**src/rtl/mem_pkg.sv**
```systemverilog
// mem_pkg: shared width codes, FSM states and byte-count helper for the memory controller
package mem_pkg;
    localparam logic [1:0] MEM_BYTE   = 2'b00;
    localparam logic [1:0] MEM_HALF   = 2'b01;
    localparam logic [1:0] MEM_WORD   = 2'b10;
    localparam logic [1:0] IO_ADDR_HI = 2'b11;

    typedef enum logic [1:0] {MEM_IDLE, MEM_READ, MEM_WRITE} mem_state_e;

    // width code 2'b11 is illegal and falls through to a full word
    function automatic logic [2:0] byte_count(input logic [1:0] width);
        return width == MEM_BYTE ? 3'd1 : width == MEM_HALF ? 3'd2 : 3'd4;
    endfunction
endpackage

```
**src/rtl/mem_ctrl_if.sv**
```systemverilog
// mem_ctrl_if: fetch, LSU and byte-wide RAM signals of the memory controller
interface mem_ctrl_if #(parameter int ADDR_W = 32, parameter int DATA_W = 32);
    logic              inst_req;
    logic [ADDR_W-1:0] inst_addr;
    logic              inst_done;
    logic [DATA_W-1:0] inst_data;
    logic              data_req;
    logic              data_we;
    logic [1:0]        data_width;
    logic [ADDR_W-1:0] data_addr;
    logic [DATA_W-1:0] data_wdata;
    logic              data_done;
    logic [DATA_W-1:0] data_rdata;
    logic [7:0]        ram_din;
    logic [7:0]        ram_dout;
    logic [ADDR_W-1:0] ram_addr;
    logic              ram_wr;

    modport master (
        output inst_req, inst_addr, data_req, data_we, data_width, data_addr, data_wdata, ram_din,
        input  inst_done, inst_data, data_done, data_rdata, ram_dout, ram_addr, ram_wr
    );
    modport slave (
        input  inst_req, inst_addr, data_req, data_we, data_width, data_addr, data_wdata, ram_din,
        output inst_done, inst_data, data_done, data_rdata, ram_dout, ram_addr, ram_wr
    );
endinterface

```
**src/rtl/mem_req_slot.sv**
```systemverilog
// mem_req_slot: one-deep pending latch for a requester, bypassing a pulse arriving this cycle
module mem_req_slot #(parameter int ADDR_W = 32, parameter int DATA_W = 32) (
    input  logic              clk,
    input  logic              rst,
    input  logic              rdy,
    input  logic              req,
    input  logic              grant,
    input  logic [ADDR_W-1:0] req_addr,
    input  logic [1:0]        req_width,
    input  logic              req_we,
    input  logic [DATA_W-1:0] req_wdata,
    output logic              pend,
    output logic [ADDR_W-1:0] pend_addr,
    output logic [1:0]        pend_width,
    output logic              pend_we,
    output logic [DATA_W-1:0] pend_wdata
);
    logic              valid;
    logic [ADDR_W-1:0] addr;
    logic [1:0]        width;
    logic              we;
    logic [DATA_W-1:0] wdata;

    assign pend       = valid | req;
    assign pend_addr  = valid ? addr : req_addr;
    assign pend_width = valid ? width : req_width;
    assign pend_we    = valid ? we : req_we;
    assign pend_wdata = valid ? wdata : req_wdata;

    // hold a request pulse until the arbiter grants it; pulses while frozen are lost
    always_ff @(posedge clk)
        if (rst) valid <= 1'b0;
        else if (rdy) begin
            valid <= (valid | req) & ~grant;
            if (req & ~valid) begin
                addr  <= req_addr;
                width <= req_width;
                we    <= req_we;
                wdata <= req_wdata;
            end
        end
endmodule

```
**src/rtl/mem_ctrl.sv**
```systemverilog
// mem_ctrl: serialises fetch and LSU requests onto a byte-wide RAM; MEM_IO_STALL_EN adds io_buffer_full back-pressure on IO stores
module mem_ctrl
    import mem_pkg::*;
#(parameter int ADDR_W = 32, parameter int DATA_W = 32) (
    input  logic clk,
    input  logic rst,
    input  logic rdy,
`ifdef MEM_IO_STALL_EN
    input  logic io_buffer_full,
`endif
    mem_ctrl_if.slave bus
);
    mem_state_e        state;
    logic              i_pend, d_pend, i_we, d_we, sel_we;
    logic              take_inst, take_data, data_io, data_block;
    logic              io_hold, cur_io, is_inst;
    logic [1:0]        i_width, d_width, sel_width, cap_idx;
    logic [2:0]        cnt, cnt_inc, n;
    logic [ADDR_W-1:0] i_addr, d_addr, sel_addr, base;
    logic [DATA_W-1:0] i_wdata, d_wdata, sel_wdata, wbuf, rbuf, rd_word;

    mem_req_slot #(.ADDR_W(ADDR_W), .DATA_W(DATA_W)) u_inst_slot (
        .clk(clk), .rst(rst), .rdy(rdy), .req(bus.inst_req), .grant(take_inst),
        .req_addr(bus.inst_addr), .req_width(MEM_WORD), .req_we(1'b0), .req_wdata('0),
        .pend(i_pend), .pend_addr(i_addr), .pend_width(i_width), .pend_we(i_we), .pend_wdata(i_wdata)
    );

    mem_req_slot #(.ADDR_W(ADDR_W), .DATA_W(DATA_W)) u_data_slot (
        .clk(clk), .rst(rst), .rdy(rdy), .req(bus.data_req), .grant(take_data),
        .req_addr(bus.data_addr), .req_width(bus.data_width), .req_we(bus.data_we), .req_wdata(bus.data_wdata),
        .pend(d_pend), .pend_addr(d_addr), .pend_width(d_width), .pend_we(d_we), .pend_wdata(d_wdata)
    );

`ifdef MEM_IO_STALL_EN
    assign data_io    = d_we & (d_addr[17:16] == IO_ADDR_HI);
    assign data_block = data_io & io_buffer_full;
`else
    assign data_io    = 1'b0;
    assign data_block = 1'b0;
`endif

    // arbitration: data wins unless its IO store is stalled; nothing is granted in the post-IO idle cycle
    always_comb begin
        take_data = rdy & (state == MEM_IDLE) & ~io_hold & d_pend & ~data_block;
        take_inst = rdy & (state == MEM_IDLE) & ~io_hold & i_pend & ~take_data;
        sel_addr  = take_data ? d_addr : i_addr;
        sel_width = take_data ? d_width : i_width;
        sel_we    = take_data ? d_we : i_we;
        sel_wdata = take_data ? d_wdata : i_wdata;
        cnt_inc   = cnt + 3'd1;
        cap_idx   = cnt[1:0] - 2'd1;
        rd_word   = rbuf;
        rd_word[{cap_idx, 3'b000} +: 8] = bus.ram_din;
    end

    // sequencer: byte-serial reads (counter runs one past the last address to catch RAM latency) and writes
    always_ff @(posedge clk)
        if (rst) begin
            state          <= MEM_IDLE;
            cnt            <= '0;
            n              <= '0;
            base           <= '0;
            wbuf           <= '0;
            rbuf           <= '0;
            is_inst        <= 1'b0;
            io_hold        <= 1'b0;
            cur_io         <= 1'b0;
            bus.inst_done  <= 1'b0;
            bus.data_done  <= 1'b0;
            bus.inst_data  <= '0;
            bus.data_rdata <= '0;
            bus.ram_addr   <= '0;
            bus.ram_dout   <= '0;
            bus.ram_wr     <= 1'b0;
        end else if (rdy) begin
            bus.inst_done <= 1'b0;
            bus.data_done <= 1'b0;
            case (state)
                MEM_IDLE: begin
                    io_hold <= 1'b0;
                    if (take_data | take_inst) begin
                        base         <= sel_addr;
                        n            <= byte_count(sel_width);
                        wbuf         <= sel_wdata;
                        rbuf         <= '0;
                        cnt          <= '0;
                        is_inst      <= take_inst;
                        cur_io       <= take_data & data_io;
                        bus.ram_addr <= sel_addr;
                        bus.ram_wr   <= sel_we;
                        bus.ram_dout <= sel_wdata[7:0];
                        state        <= sel_we ? MEM_WRITE : MEM_READ;
                    end
                end
                MEM_READ: begin
                    if (cnt != 3'd0) rbuf <= rd_word;
                    if (cnt == n) begin
                        state <= MEM_IDLE;
                        if (is_inst) begin
                            bus.inst_done <= 1'b1;
                            bus.inst_data <= rd_word;
                        end else begin
                            bus.data_done  <= 1'b1;
                            bus.data_rdata <= rd_word;
                        end
                    end else begin
                        cnt <= cnt_inc;
                        if (cnt_inc < n) bus.ram_addr <= base + ADDR_W'(cnt_inc);
                    end
                end
                MEM_WRITE: begin
                    if (cnt == n - 3'd1) begin
                        bus.ram_wr    <= 1'b0;
                        bus.data_done <= 1'b1;
                        io_hold       <= cur_io;
                        state         <= MEM_IDLE;
                    end else begin
                        cnt          <= cnt_inc;
                        bus.ram_addr <= base + ADDR_W'(cnt_inc);
                        bus.ram_dout <= wbuf[{cnt_inc[1:0], 3'b000} +: 8];
                    end
                end
                default: state <= MEM_IDLE;
            endcase
        end
endmodule
```
**src/flat_wrapper.sv**
```systemverilog
// flat-port wrapper written by rule: the top's interface ports become plain ports
module mem_ctrl_flat import mem_pkg::*;
#(parameter int ADDR_W = 32, parameter int DATA_W = 32)
  (clk, rst, rdy, bus_inst_req, bus_inst_addr, bus_data_req, bus_data_we, bus_data_width, bus_data_addr, bus_data_wdata, bus_ram_din, bus_inst_done, bus_inst_data, bus_data_done, bus_data_rdata, bus_ram_dout, bus_ram_addr, bus_ram_wr);
  mem_ctrl_if #(.ADDR_W(ADDR_W), .DATA_W(DATA_W)) bus_i ();
  input  logic clk;
  input  logic rst;
  input  logic rdy;
  input wire logic [$bits(bus_i.inst_req)-1:0] bus_inst_req;
  input wire logic [$bits(bus_i.inst_addr)-1:0] bus_inst_addr;
  input wire logic [$bits(bus_i.data_req)-1:0] bus_data_req;
  input wire logic [$bits(bus_i.data_we)-1:0] bus_data_we;
  input wire logic [$bits(bus_i.data_width)-1:0] bus_data_width;
  input wire logic [$bits(bus_i.data_addr)-1:0] bus_data_addr;
  input wire logic [$bits(bus_i.data_wdata)-1:0] bus_data_wdata;
  input wire logic [$bits(bus_i.ram_din)-1:0] bus_ram_din;
  output wire logic [$bits(bus_i.inst_done)-1:0] bus_inst_done;
  output wire logic [$bits(bus_i.inst_data)-1:0] bus_inst_data;
  output wire logic [$bits(bus_i.data_done)-1:0] bus_data_done;
  output wire logic [$bits(bus_i.data_rdata)-1:0] bus_data_rdata;
  output wire logic [$bits(bus_i.ram_dout)-1:0] bus_ram_dout;
  output wire logic [$bits(bus_i.ram_addr)-1:0] bus_ram_addr;
  output wire logic [$bits(bus_i.ram_wr)-1:0] bus_ram_wr;
  assign bus_i.inst_req = bus_inst_req;
  assign bus_i.inst_addr = bus_inst_addr;
  assign bus_i.data_req = bus_data_req;
  assign bus_i.data_we = bus_data_we;
  assign bus_i.data_width = bus_data_width;
  assign bus_i.data_addr = bus_data_addr;
  assign bus_i.data_wdata = bus_data_wdata;
  assign bus_i.ram_din = bus_ram_din;
  assign bus_inst_done = bus_i.inst_done;
  assign bus_inst_data = bus_i.inst_data;
  assign bus_data_done = bus_i.data_done;
  assign bus_data_rdata = bus_i.data_rdata;
  assign bus_ram_dout = bus_i.ram_dout;
  assign bus_ram_addr = bus_i.ram_addr;
  assign bus_ram_wr = bus_i.ram_wr;
  mem_ctrl #(.ADDR_W(ADDR_W), .DATA_W(DATA_W)) u_core (.clk(clk), .rst(rst), .rdy(rdy), .bus(bus_i));
endmodule
```
**config.mk**
```make
export PLATFORM = sky130hd
export DESIGN_NAME = mem_ctrl_flat
export DESIGN_NICKNAME = d
export VERILOG_FILES = /design/src/rtl/mem_pkg.sv /design/src/rtl/mem_ctrl_if.sv /design/src/rtl/mem_req_slot.sv /design/src/rtl/mem_ctrl.sv /design/src/flat_wrapper.sv
export SDC_FILE = /design/constraint.sdc
export NUM_CORES = 1
export LEC_CHECK = 0
export BUFFER_PORTS_ARGS = -buffer_cell sky130_fd_sc_hd__buf_2
export CAP_MARGIN = 5
export CORE_MARGIN = 4
export CORE_UTILIZATION = 57
export CTS_CLUSTER_SIZE = 25
export DETAILED_ROUTE_END_ITERATION = 8
export PLACE_DENSITY = 0.82
export SYNTH_ARGS = -nofsm -noshare
export SYNTH_HDL_FRONTEND = slang
export SYNTH_SLANG_ARGS = --single-unit
```
**constraint.sdc**
```tcl
create_clock -name clk -period 11.95 [get_ports clk]
set_input_delay 2.39 -clock clk [delete_from_list [all_inputs] [get_ports clk]]
set_output_delay 2.39 -clock clk [all_outputs]
set_load 0.03 [all_outputs]
```
======== After elaboration in Yosys (flattened, before gate mapping) ========
Index checks and enable logic that the tools add are counted.
word-level totals
  bits in registers ....................... 314
  bits of input ports ..................... 112
  output and inout bits ................... 107
  logic and storage cells ................. 123
operators by class
  add/subtract/negate cells ............... 5
  $lt $le $gt $ge ......................... 1
  equal/unequal tests ..................... 12
  shifts and indexed selects .............. 3
  multiplexer cells ....................... 43
  bitwise gates (word level) .............. 19
  reductions and logical operators ........ 18
operators by type and width
  kind                                                                    number
  32-bit 2-to-1 mux                                                       11
  32-bit one-hot mux with 3 select lines                                  1
  32-bit one-hot mux with 2 select lines                                  1
  32-bit by 3-bit adder with 32-bit output                                1
  32-bit bitwise mux                                                      1
  8-bit by 7-bit variable shift with 32-bit output, first input constant  1
  32-bit by 6-bit indexed part select with 8-bit output                   1
  8-bit by 7-bit indexed part select with 32-bit output                   1
  4-bit AND reduction                                                     6
  8-bit 2-to-1 mux                                                        2
  8-bit one-hot mux with 2 select lines                                   1
  3-bit 2-to-1 mux                                                        5
  2-bit 2-to-1 mux                                                        6
  3-bit AND reduction                                                     4
  1-bit 2-to-1 mux                                                        10
  1-bit bitwise AND                                                       9
  3-bit one-hot mux with 3 select lines                                   1
  2-bit by 1-bit != test with 1-bit output, second input constant         4
  5-bit negation with 7-bit output                                        1
  1-bit inverter                                                          7
  3-bit equality test                                                     2
  2-bit != test, second input constant                                    3
  1-bit one-hot mux with 2 select lines                                   3
  2-bit one-hot mux with 3 select lines                                   1
  other kinds (12)                                                        18

======== Depth between registers and ports, before layout ========
Gate-level depths: netlist of run 1.
  depth in word-level cells ............... 9
  gate-level depth with buffers ........... 11
  depth with buffers taken out ............ 10

======== Modules after synthesis ========
Synthesis of run 1 repeated with hierarchy kept, for this count alone.
second synthesis, totals
  cell total of the unflattened synthesis .. 1,584
  area total of the unflattened synthesis .. 16,932.5 um^2
modules (own cells, without submodules)
  module        instances  cells an instance  area each (um^2)  sequential area each (um^2)
  mem_ctrl      1          1,288              10,491.3          4,244.1
  mem_req_slot  2          148                3,220.6           2,031.9

======== Worst setup path before layout of run 1 ========
No wires, ideal clock.
  path type ............................... input -> register
  from .................................... input rst
  to ...................................... register u_core.u_data_slot.addr[0], enable pin
  setup time .............................. 0.681 ns
  arrival ................................. 9.686 ns
  data required time ...................... 11.269 ns
  slack ................................... 1.584 ns
  stages on the path ...................... 3
  path buffers ............................ 2
  cells stage by stage .................... clkbuf_1 clkbuf_1 nor4b_1
on the way
  word-level cells in the longest chain between the ends .. 2
ends and longest elaborated chain
  item                                  RTL line            RTL
  from (decl)                           flat_wrapper.sv:7   input logic rst;
  1-bit inverter (no source line)       -
  3-bit AND reduction (no source line)  -
  to (signal assigned)                  mem_req_slot.sv:36  addr <= req_addr;
  to (decl)                             mem_req_slot.sv:19  logic [ADDR_W-1:0] addr;
Every way passes these cells.
A chain may end at the register's enable or synchronous reset.

======== Final worst setup path of run 1 ========
  from .................................... register u_core.cnt[0]
  to ...................................... register u_core.bus.ram_addr[26]
on the way
  word-level cells in the longest chain between the ends .. 5
  elaborated cells on any way between the ends .. 13
ends and longest elaborated chain
  item                                      RTL line                          RTL
  from (decl)                               mem_ctrl.sv:18                    logic [2:0] cnt, cnt_inc, n;
  from (signal assigned)                    mem_ctrl.sv:107                   cnt <= cnt_inc;
  from (signal assigned)                    mem_ctrl.sv:118                   cnt <= cnt_inc;
  3-bit by 1-bit adder with 3-bit output    mem_ctrl.sv:50                    cnt_inc = cnt + 3'd1;
  32-bit by 3-bit adder with 32-bit output  mem_ctrl.sv:108, mem_ctrl.sv:119
  32-bit 2-to-1 mux                         mem_ctrl.sv:108                   if (cnt_inc < n) bus.ram_addr <= base + ADDR_W'(cnt_inc);
  32-bit 2-to-1 mux                         mem_ctrl.sv:97                    if (cnt == n) begin
  32-bit one-hot mux with 3 select lines    mem_ctrl.sv:78                    case (state)
  to (signal assigned)                      mem_ctrl.sv:89                    bus.ram_addr <= sel_addr;
  to (signal assigned)                      mem_ctrl.sv:108
  to (signal assigned)                      mem_ctrl.sv:119                   bus.ram_addr <= base + ADDR_W'(cnt_inc);
  to (decl)                                 mem_ctrl_if.sv:25                 output inst_done, inst_data, data_done, data_rdata, ram_dout, ram_addr, ram_wr
Parallel ways exist; a longest one is shown, timed or not. The select of a mux whose other input is x is not followed.

==> results.py, run 1 <==
metrics = {
    "outcome": {
        "status": "finished clean",
    },
    "critical_path": {
        "path_buf_inv": 2,
        "path_cells": "inv_1 -> ha_1 -> inv_1 -> fa_1 -> nor2b_1 -> o2111a_1 -> nand4_1 -> xor2_1 -> mux2i_1 -> a22o_1",
        "endpoint_kind": "flip-flop",
        "cpLargestDelayFamily": "adder cells",
        "critPathKind": "reg -> reg",
        "cp_max_fo": 17,
        "crit_path_top_delay_cell": "ha_1",
        "cpPeakStageDelay_ps": 930,
        "cp.required_ps": 12390,
        "crit_top_cell": "inv_1",
        "cp.depth": 10,
        "cp.arrival_ps": 4930,
        "worstSetupStartpointType": "flip-flop",
        "r2r_cells": 10,
    },
    "sta": {
        "setup-tns-final_ps": 0,
        "slew-limit-headroom_pct": 23.1,
        "rsz0062_at_grt": "false",
        "clock.fmax_mhz": 223,
        "setup_viol": 0,
        "finalCritPeriodShare_pct": 37.6,
        "period_minus_slack_ps": 4490,
        "setup_ws_ps": 7460,
        "hold_viol_final": 0,
        "slew_viol_final": 0,
        "worst_clock_skew_ps": 17.0,
        "tightest_slew_ps": 1150,
    },
    "yosys": {
        "synthesis.area_um2": 13900,
        "yosys.area_share.simple_pct": 16.9,
        "synthArstFlopShare_pct": 0,
        "synth-edff-count": 99,
        "synth_top_cell_area_share_pct": 30.9,
        "ys_types": 58,
        "synth-compound-area-share_pct": 16.2,
        "synthCells": 1409,
        "ys_ff_latch": 313,
        "synthTopCellsByArea": "dfxtp_1, edfxtp_1, a21oi_1, a211oi_1, nor2_1",
        "syn_nets": 1539,
        "synthXorXnorAreaFrac_pct": 2.25,
        "ys.flop_type": "dfxtp_1",
        "synth.avg_cell_area_um2": 9.84,
        "yosys.area.top_type": "dfxtp_1",
        "synth-adder-area-share_pct": 1.68,
        "synth_warnings": 0,
        "synth_top_family_by_area": "simple AND/OR/NAND/NOR gates",
        "yosys-mux-area-fraction_pct": 6.93,
        "yosysSeqAreaShare_pct": 52.4,
    },
    "min_path": {
        "hold_depth": 2,
        "hold_class": "reg -> reg",
    },
    "place": {
        "dp_hpwl_um": 23200,
        "port-buffer-count": 218,
        "place_inst": 1852,
        "place_congestion": 0.874,
        "dp_slack_ps": 7210,
    },
    "clocking": {
        "cts_root_buffer": "clkbuf_16",
        "post_cts_resized": 0,
        "postCtsSetupBuffers": 0,
        "cts_made_buffers": 31,
        "cts.sinks": 313,
        "clk_pin_slew_ps": 60,
        "cts_buffer_depth": 3,
        "cts_tree": "yes",
        "cts_max_level": 1,
        "clk_latency_ps": 560,
        "cts-hold-fix-buffers": 0,
    },
    "cells_and_area": {
        "fin_nets": 1696,
        "syn_to_final_growth_pct": 15.7,
        "drive_gt1_share_pct": 19.6,
        "final_cells": 1909,
        "diodes": 0,
    },
    "floorplanning": {
        "initial_utilization_pct": 58.5,
        "dieArea_um2": 26900,
        "dieHeight_um": 164,
        "fp.dieW_um": 164,
        "core_region_area_um2": 23700,
        "io_pins": 219,
        "core.rowCount": 56,
    },
    "route": {
        "dr_total_vias": 11000,
        "drt_wl_total_um": 34000,
        "drc": 0,
        "antenna_left": 0,
        "drt_iter0_drc": 1077,
        "wl_per_cell_um": 17.8,
        "via_per_inst": 5.77,
        "firstDrtPassIters": 5,
    },
    "global_route": {
        "grt_start_max_net_pins": 111,
        "grt_antenna_before_repair": 2,
        "track_usage_pct": 24.4,
        "grt_first_pass_wirelength_um": 53500,
        "grt_pass1_vias": 10100,
        "grt-ovfl-total": 0,
    },
    "power": {
        "p_per_area_nw_per_um2": 162,
        "p_total_mw": 2.59,
        "p_leak_nw": 5.97,
        "p_comb_share_pct": 16.4,
        "irDropWorstVdd_mv": 0.112,
        "seqPwrFrac_pct": 46.4,
        "p_int_mw": 1.87,
        "swShare_pct": 27.8,
        "switchingPower_uw": 721,
        "p_clk_share_pct": 37.2,
    },
    "flow_run": {
        "cap_violations": 0,
    },
}
-- area by class of cell --
class | count | area, um2
clock buffer | 46 | 882
clock inverter | 11 | 134
fill | 1857 | 7650
inverter | 14 | 52.6
multi-input combinational | 977 | 6120
sequential | 313 | 7260
tap | 319 | 399
timing repair buffer | 229 | 1180
-- state kept, by name, summed over array words and instances, names as in the netlist, 2 cells and up --
signal and flops:
u_core.bus.data_rdata 32, u_core.u_data_slot.addr 32, u_core.bus.ram_dout 8, u_core.u_inst_slot.addr 32
u_core.state 2, u_core.bus.inst_data 32, u_core.u_data_slot.wdata 32, u_core.n 3
u_core.u_data_slot.width 2, u_core.rbuf 32, u_core.bus.ram_addr 32, u_core.cnt 3
u_core.wbuf 32, u_core.base 32
-- cell usage after synthesis, drive strengths merged (13+ instances only) --
cell type	count
inv	14
buf	46
nand2	107
mux2i	69
edfxtp	99
nand4	17
a22o	13
nor3	18
ha	17
nand3b	35
xor2	21
a21oi	197
nor2	198
o21ai	13
clkbuf	59
nor2b	64
a211oi	113
dfxtp	214
-- worst paths after layout --
check                            end      startpoint  slack, ps
min                   u_core.rbuf[0]  u_core.rbuf[0]        450
min reg2reg           u_core.rbuf[0]  u_core.rbuf[0]        450
max          u_core.bus.ram_addr[26]   u_core.cnt[0]       7460
max reg2reg  u_core.bus.ram_addr[26]   u_core.cnt[0]       7460
-- stage by stage --
step | cell area [um2] | hold slack, ps | util, %
floorplan | 13900 | 427 | -
detailed placement | 15000 | 438 | 63.4
CTS | 16000 | 447 | 67.7
global route | 16000 | 463 | 67.7
finish | 16000 | 446 | 67.7
global placement | 15000 | 434 | 63.4
-- power by group through the flow --
| stage | Sequential [mW] | Combinational, mW | Clock (mW) |
|---|---|---|---|
| final | 1.20 | 0.426 | 0.964 |
| after global routing | 1.21 | 0.464 | 1.03 |
| after CTS | 1.20 | 0.425 | 0.980 |
| after detailed placement | 1.22 | 0.422 | 0 |
| after global placement | 1.22 | 0.414 | 0 |
| after floorplan | 1.27 | 0.248 | 0 |
-- worst min-delay path: cells and delay by family (launching register included) --
| family | cells | cell delay (ps) |
|---|---|---|
| AO/OA/AOI/OAI | 1 | 50 |
| flip-flops | 1 | 300 |
| AND/OR/NAND/NOR | 1 | 50 |
-- cell families after synthesis --
logic type / Yosys count
AO/OA/AOI/OAI: 362
flip-flops: 313
AND/OR/NAND/NOR: 478
buffers and inverters: 119
adder cells (fa/ha/maj): 18
XOR/XNOR: 34
multiplexers: 85
-- per-layer routing --
metal  routed length (um)  track usage [%]  part of all wire, %  vias to the layer above
li1                     -                -                    -                     5378
met1                15500             36.4                   46                     5176
met2                15100             37.2                   45                      413
met3                 2600             4.37                  7.7                       53
met4                  741             6.25                  2.2                        4
met5                   21                0                0.062                        -
-- layout by cell type, fill, tap and decap left out, types with 2 or more instances in the layout --
cell | synthesis | routed
clkinv_1 | 0 | 2
inv_1 | 14 | 14
clkbuf_1 | 59 | 10
edfxtp_1 | 99 | 99
nor2b_1 | 64 | 64
and3b_1 | 2 | 2
mux4_2 | 8 | 8
nand4_1 | 17 | 17
mux2i_1 | 69 | 69
a211o_1 | 5 | 5
o2bb2ai_1 | 4 | 4
a21oi_1 | 197 | 197
clkinv_2 | 0 | 4
mux2_2 | 8 | 8
a21o_1 | 3 | 3
buf_2 | 21 | 217
clkbuf_16 | 0 | 31
clkbuf_8 | 0 | 5
and3_1 | 8 | 7
o211ai_1 | 7 | 7
nor3_1 | 16 | 16
nand3_1 | 10 | 9
dfxtp_1 | 214 | 212
nand2_1 | 107 | 107
bufinv_16 | 0 | 3
a211oi_1 | 113 | 112
ha_1 | 17 | 16
xor2_1 | 21 | 21
o2111ai_1 | 2 | 2
xnor2_1 | 12 | 12
buf_4 | 4 | 11
and2_1 | 3 | 3
nand2b_1 | 2 | 2
and4_1 | 2 | 2
a22o_1 | 13 | 13
o21ai_0 | 11 | 11
nand3b_1 | 34 | 34
nor2_1 | 196 | 196
nor4b_2 | 2 | 4
(Power assumes the default switching activity.)
==> inputs of run 2 (changes only) <==
==> constraint.sdc (replaced) <==
create_clock -name clk -period 4.3 [get_ports clk]
set_input_delay 0.86 -clock clk [delete_from_list [all_inputs] [get_ports clk]]
set_output_delay 0.86 -clock clk [all_outputs]
set_load 0.03 [all_outputs]
==> results.py, run 2 (synthesis gave the netlist of run 1 again) <==
metrics = {
    "outcome": {
        "status": "finished clean",
    },
    "global_route": {
        "grt-ovfl-total": 0,
        "track_usage_pct": 25.7,
        "grt_first_pass_wirelength_um": 56000,
        "grt_pass1_vias": 10600,
        "grt_start_max_net_pins": 125,
        "grt_antenna_before_repair": 3,
    },
    "clocking": {
        "cts.sinks": 313,
        "cts_root_buffer": "clkbuf_16",
        "cts_tree": "yes",
        "cts_made_buffers": 35,
        "post_cts_resized": 0,
        "cts_max_level": 2,
        "clk_pin_slew_ps": 60,
        "cts_buffer_depth": 3,
        "cts-hold-fix-buffers": 0,
        "postCtsSetupBuffers": 0,
        "clk_latency_ps": 500,
    },
    "route": {
        "firstDrtPassIters": 5,
        "dr_total_vias": 11200,
        "drt_iter0_drc": 1182,
        "via_per_inst": 5.83,
        "drc": 0,
        "antenna_left": 0,
        "wl_per_cell_um": 18.2,
        "drt_wl_total_um": 34900,
    },
    "critical_path": {
        "r2r-end": "u_core.bus.ram_addr[9]",
        "worstSetupStartpointType": "flip-flop",
        "r2r_cells": 11,
        "endpoint_kind": "flip-flop",
        "cp.arrival_ps": 3780,
        "cp_max_fo": 17,
        "worstReg2RegStart": "u_core.cnt[0]",
        "r2r_slack_ps": 910,
        "cp.required_ps": 4690,
        "critPathKind": "reg -> reg",
    },
    "sta": {
        "period_minus_slack_ps": 3390,
        "setup-tns-final_ps": 0,
        "hold_viol_final": 0,
        "slew-limit-headroom_pct": 23.9,
        "slew_viol_final": 0,
        "clock.fmax_mhz": 295,
        "finalCritPeriodShare_pct": 78.8,
        "rsz0062_at_grt": "false",
        "setup_ws_ps": 911,
        "worst_clock_skew_ps": 11.8,
        "tightest_slew_ps": 1140,
        "setup_viol": 0,
    },
    "place": {
        "place_congestion": 0.842,
        "dp_slack_ps": 912,
        "port-buffer-count": 218,
        "placed_area_um2": 15100,
        "dp_hpwl_um": 23800,
    },
    "floorplanning": {
        "initial_utilization_pct": 58.5,
        "core.rowCount": 56,
        "dieArea_um2": 26900,
        "io_pins": 219,
        "fp.dieW_um": 164,
        "core_region_area_um2": 23700,
        "dieHeight_um": 164,
    },
    "min_path": {
        "hold_depth": 2,
        "worstHoldEndpoint": "u_core.rbuf[11]",
        "min_from": "u_core.rbuf[11]",
        "hold_class": "reg -> reg",
    },
    "power": {
        "p_leak_nw": 6.05,
        "irDropWorstVdd_mv": 0.366,
        "p_per_area_nw_per_um2": 454,
    },
    "cells_and_area": {
        "syn_to_final_growth_pct": 16.6,
        "layout_common_cells": "buf_2, dfxtp_1, a21oi_1",
        "fin_nets": 1704,
        "drive_gt1_share_pct": 20.0,
        "final_common_cell": "buf_2",
        "final_area_um2": 16200,
    },
    "flow_run": {
        "cap_violations": 0,
    },
}
-- run 2: cell types whose count changed in the layout (fill, tap and decap cells not counted), sizes merged --
cell      change
clkinv        -1
clkinvlp      -1
clkbuf        +7
buf           +4
bufinv        -2
diode         +1
-- run 2: routing by layer --
layer	routed length, um	up-vias	track usage (%)
li1	-	5387	-
met1	15500	5246	37.1
met2	15500	461	38.9
met3	2900	84	5.24
met4	958	6	8.23
met5	29	-	0
-- run 2: per-stage QoR --
stage               utilization, %  total power [mW]  std cells  hold WS (ps)
finish                        68.3              7.34       1917           445
global route                  68.3              7.64       1916           465
CTS                           68.3              7.38       1916           446
detailed placement            63.7              4.60       1856           439
global placement              63.7              4.56       1856           433
floorplan                        -              4.22       1409           427
-- run 2: layout make-up --
class,count,area (um2)
clock buffers,53,1010
fillers,1868,7520
multi-input cells,977,6140
well taps,319,399
clock inverters,7,62.6
inverters,14,52.6
repair buffers,233,1230
diodes,1,2.50
flip-flops and latches,313,7260
-- run 2: worst max path at each step --
stage                  start                    endpoint  slack [ps]  cells past startpoint
2_1_floorplan            rst  u_core.u_data_slot.addr[0]         400                      3
3_3_place_gp   u_core.cnt[0]      u_core.bus.ram_addr[9]        1030                     11
3_5_place_dp   u_core.cnt[0]     u_core.bus.ram_addr[22]         910                     11
4_1_cts        u_core.cnt[0]      u_core.bus.ram_addr[9]         880                     11
5_1_grt        u_core.cnt[0]      u_core.bus.ram_addr[6]         660                     11
6_report       u_core.cnt[0]      u_core.bus.ram_addr[9]         910                     11
-- run 2: where the power goes --
| group | switching [mW] | internal, mW |
|---|---|---|
| clock network | 1.12 | 1.68 |
| registers | 0.139 | 3.22 |
| logic | 0.789 | 0.397 |
-- run 2: critical path, stage by stage (launching register included) --
cell,delay (ps)
dfxtp_1,310
buf_4,250
inv_1,170
ha_1,430
buf_4,270
ha_1,260
nor2b_1,130
o21a_1,150
o21ai_0,240
and3b_1,640
nor2_8,140
a22o_1,270
==> inputs of run 3 (changes only) <==
--- a/config.mk
+++ b/config.mk
@@ -5,6 +5,7 @@
 export SDC_FILE = /design/constraint.sdc
 export NUM_CORES = 1
 export LEC_CHECK = 0
+export ABC_AREA = 1
 export BUFFER_PORTS_ARGS = -buffer_cell sky130_fd_sc_hd__buf_2
 export CAP_MARGIN = 5
 export CORE_MARGIN = 4
==> constraint.sdc (replaced) <==
create_clock -name clk -period 3.4 [get_ports clk]
set_input_delay 0.68 -clock clk [delete_from_list [all_inputs] [get_ports clk]]
set_output_delay 0.68 -clock clk [all_outputs]
set_load 0.03 [all_outputs]
==> results.py, run 3 <==
metrics = {
    "outcome": {
        "status": "finished clean",
    },
    "yosys": {
        "synth_warnings": 0,
        "ys_types": 44,
        "synth_common_cells": "nand2_1, nor2_1, dfxtp_1, a21oi_1, o21ai_0",
        "synth.most_common_cell": "nand2_1",
        "synth-edff-count": 99,
        "synthesis.area_um2": 14400,
        "yosys.area.top_type": "dfxtp_1",
        "synthTopCellsByArea": "dfxtp_1, edfxtp_1, nand2_1, nor2_1, a21oi_1",
        "syn_nets": 1951,
        "ys.flop_type": "dfxtp_1",
        "synthArstFlopShare_pct": 0,
        "yosysSeqAreaShare_pct": 50.3,
        "synth_top_cell_area_share_pct": 29.7,
        "ys_ff_latch": 313,
        "synthCells": 1821,
        "synth.avg_cell_area_um2": 7.93,
    },
    "global_route": {
        "grt_start_max_net_pins": 66,
        "track_usage_pct": 27.1,
        "grt-ovfl-total": 0,
        "grt_first_pass_wirelength_um": 63400,
        "grt_pass1_vias": 12100,
        "grt_antenna_before_repair": 5,
    },
    "cells_and_area": {
        "final_common_cell": "nand2_1",
        "layout_common_cells": "nand2_1, nor2_1, buf_2",
        "fin_nets": 2116,
        "final_cells": 2334,
        "final_area_um2": 16700,
        "syn_to_final_growth_pct": 15.7,
        "utilization_pct": 67.9,
        "drive_gt1_share_pct": 17.2,
    },
    "floorplanning": {
        "core_region_area_um2": 24600,
        "io_pins": 219,
        "dieHeight_um": 167,
        "initial_utilization_pct": 58.7,
        "fp.dieW_um": 167,
        "dieArea_um2": 27900,
        "core.rowCount": 57,
    },
    "critical_path": {
        "worstSetupStartpointType": "flip-flop",
        "r2r_slack_ps": 570,
        "r2r_cells": 14,
        "endpoint_kind": "flip-flop",
        "r2r-end": "u_core.bus.ram_addr[16]",
        "cp.arrival_ps": 3280,
        "critPathKind": "reg -> reg",
        "worstReg2RegStart": "u_core.cnt[1]",
        "cp_max_fo": 8,
        "cp.required_ps": 3850,
    },
    "sta": {
        "setup_viol": 0,
        "slew_viol_final": 0,
        "hold_ws_ps": 312,
        "worst_clock_skew_ps": 12.2,
        "clock.fmax_mhz": 353,
        "slew-limit-headroom_pct": 29.0,
        "hold_viol_final": 0,
        "setup-tns-final_ps": 0,
        "rsz0062_at_grt": "false",
        "finalCritPeriodShare_pct": 83.3,
        "period_minus_slack_ps": 2830,
        "tightest_slew_ps": 1060,
        "setup_ws_ps": 569,
    },
    "clocking": {
        "clk_pin_slew_ps": 60,
        "cts_tree": "yes",
        "post_cts_resized": 0,
        "cts_max_level": 1,
        "postCtsSetupBuffers": 0,
        "cts_made_buffers": 31,
        "cts.sinks": 313,
        "cts-hold-fix-buffers": 0,
        "cts_root_buffer": "clkbuf_16",
        "clk_latency_ps": 560,
        "cts_buffer_depth": 3,
    },
    "place": {
        "place_congestion": 0.956,
        "place_inst": 2277,
        "placed_area_um2": 15700,
        "dp_hpwl_um": 27700,
        "port-buffer-count": 218,
        "dp_slack_ps": 584,
    },
    "power": {
        "p_leak_nw": 7.04,
        "p_per_area_nw_per_um2": 603,
        "p_total_mw": 10.1,
        "irDropWorstVdd_mv": 0.401,
    },
    "min_path": {
        "worstHoldEndpoint": "u_core.u_inst_slot.addr[3]",
        "hold_depth": 1,
        "hold_class": "in -> reg",
        "min_from": "bus_inst_addr[3]",
    },
    "route": {
        "dr_total_vias": 13000,
        "via_per_inst": 5.59,
        "wl_per_cell_um": 17.0,
        "drc": 0,
        "drt_wl_total_um": 39600,
        "antenna_left": 0,
        "drt_iter0_drc": 1811,
        "firstDrtPassIters": 6,
    },
    "flow_run": {
        "cap_violations": 0,
    },
}
## run 3: worst max-delay path: stages (launching register included)
cell and delay (ps):
dfxtp_1 480, inv_2 100, ha_1 300, inv_1 160, fa_1 450, inv_1 70
nand2_1 60, nand2_1 120, nand2_1 90, nor2_1 420, nand3_1 130, nand3_1 110
o21ai_0 80, nor2_1 100, nor2_1 40
## run 3: final cells by class
| type | count | area, um2 |
|---|---|---|
| fill | 2027 | 7900 |
| sequential | 313 | 7260 |
| multi-input combinational | 1277 | 6220 |
| timing repair buffer | 243 | 1320 |
| clock buffer | 46 | 942 |
| inverter | 120 | 450 |
| tap | 324 | 405 |
| clock inverter | 10 | 108 |
| antenna | 1 | 2.50 |
## run 3: kinds of logic (layout without fill, tap and decap cells)
kind of cell	after synthesis	count (layout)	share of synthesized area [%]
flops	313	313	50.3
other cells	0	1	0
buf+inv	231	419	6.82
compound gates	424	424	16.8
fa+ha+maj	18	18	1.61
mux	24	24	1.76
xor+xnor	2	2	0.121
simple gates	809	809	22.6
## run 3: how the worst max path moves through the flow
stage,from,endpoint,slack (ps),cells past startpoint
floorplan,rdy,u_core.u_data_slot.addr[0],40,4
global placement,rdy,u_core.base[8],670,7
detailed placement,rdy,u_core.base[26],580,7
CTS,u_core.cnt[1],u_core.bus.ram_addr[16],600,14
global route,u_core.state[1],u_core.base[11],320,8
finish,u_core.cnt[1],u_core.bus.ram_addr[16],570,14
## run 3: layer usage
layer	part of all wire, %	GRT usage (%)
met3	10	6.29
met4	2.2	6.28
met1	45	40.8
met5	0.13	0
met2	43	40.0
## run 3: where the power goes
group	total, mW	switching [mW]	internal [mW]
Sequential	4.38	0.198	4.18
Combinational	2.21	1.56	0.657
Clock	3.49	1.43	2.06
Total	10.1	3.19	6.89
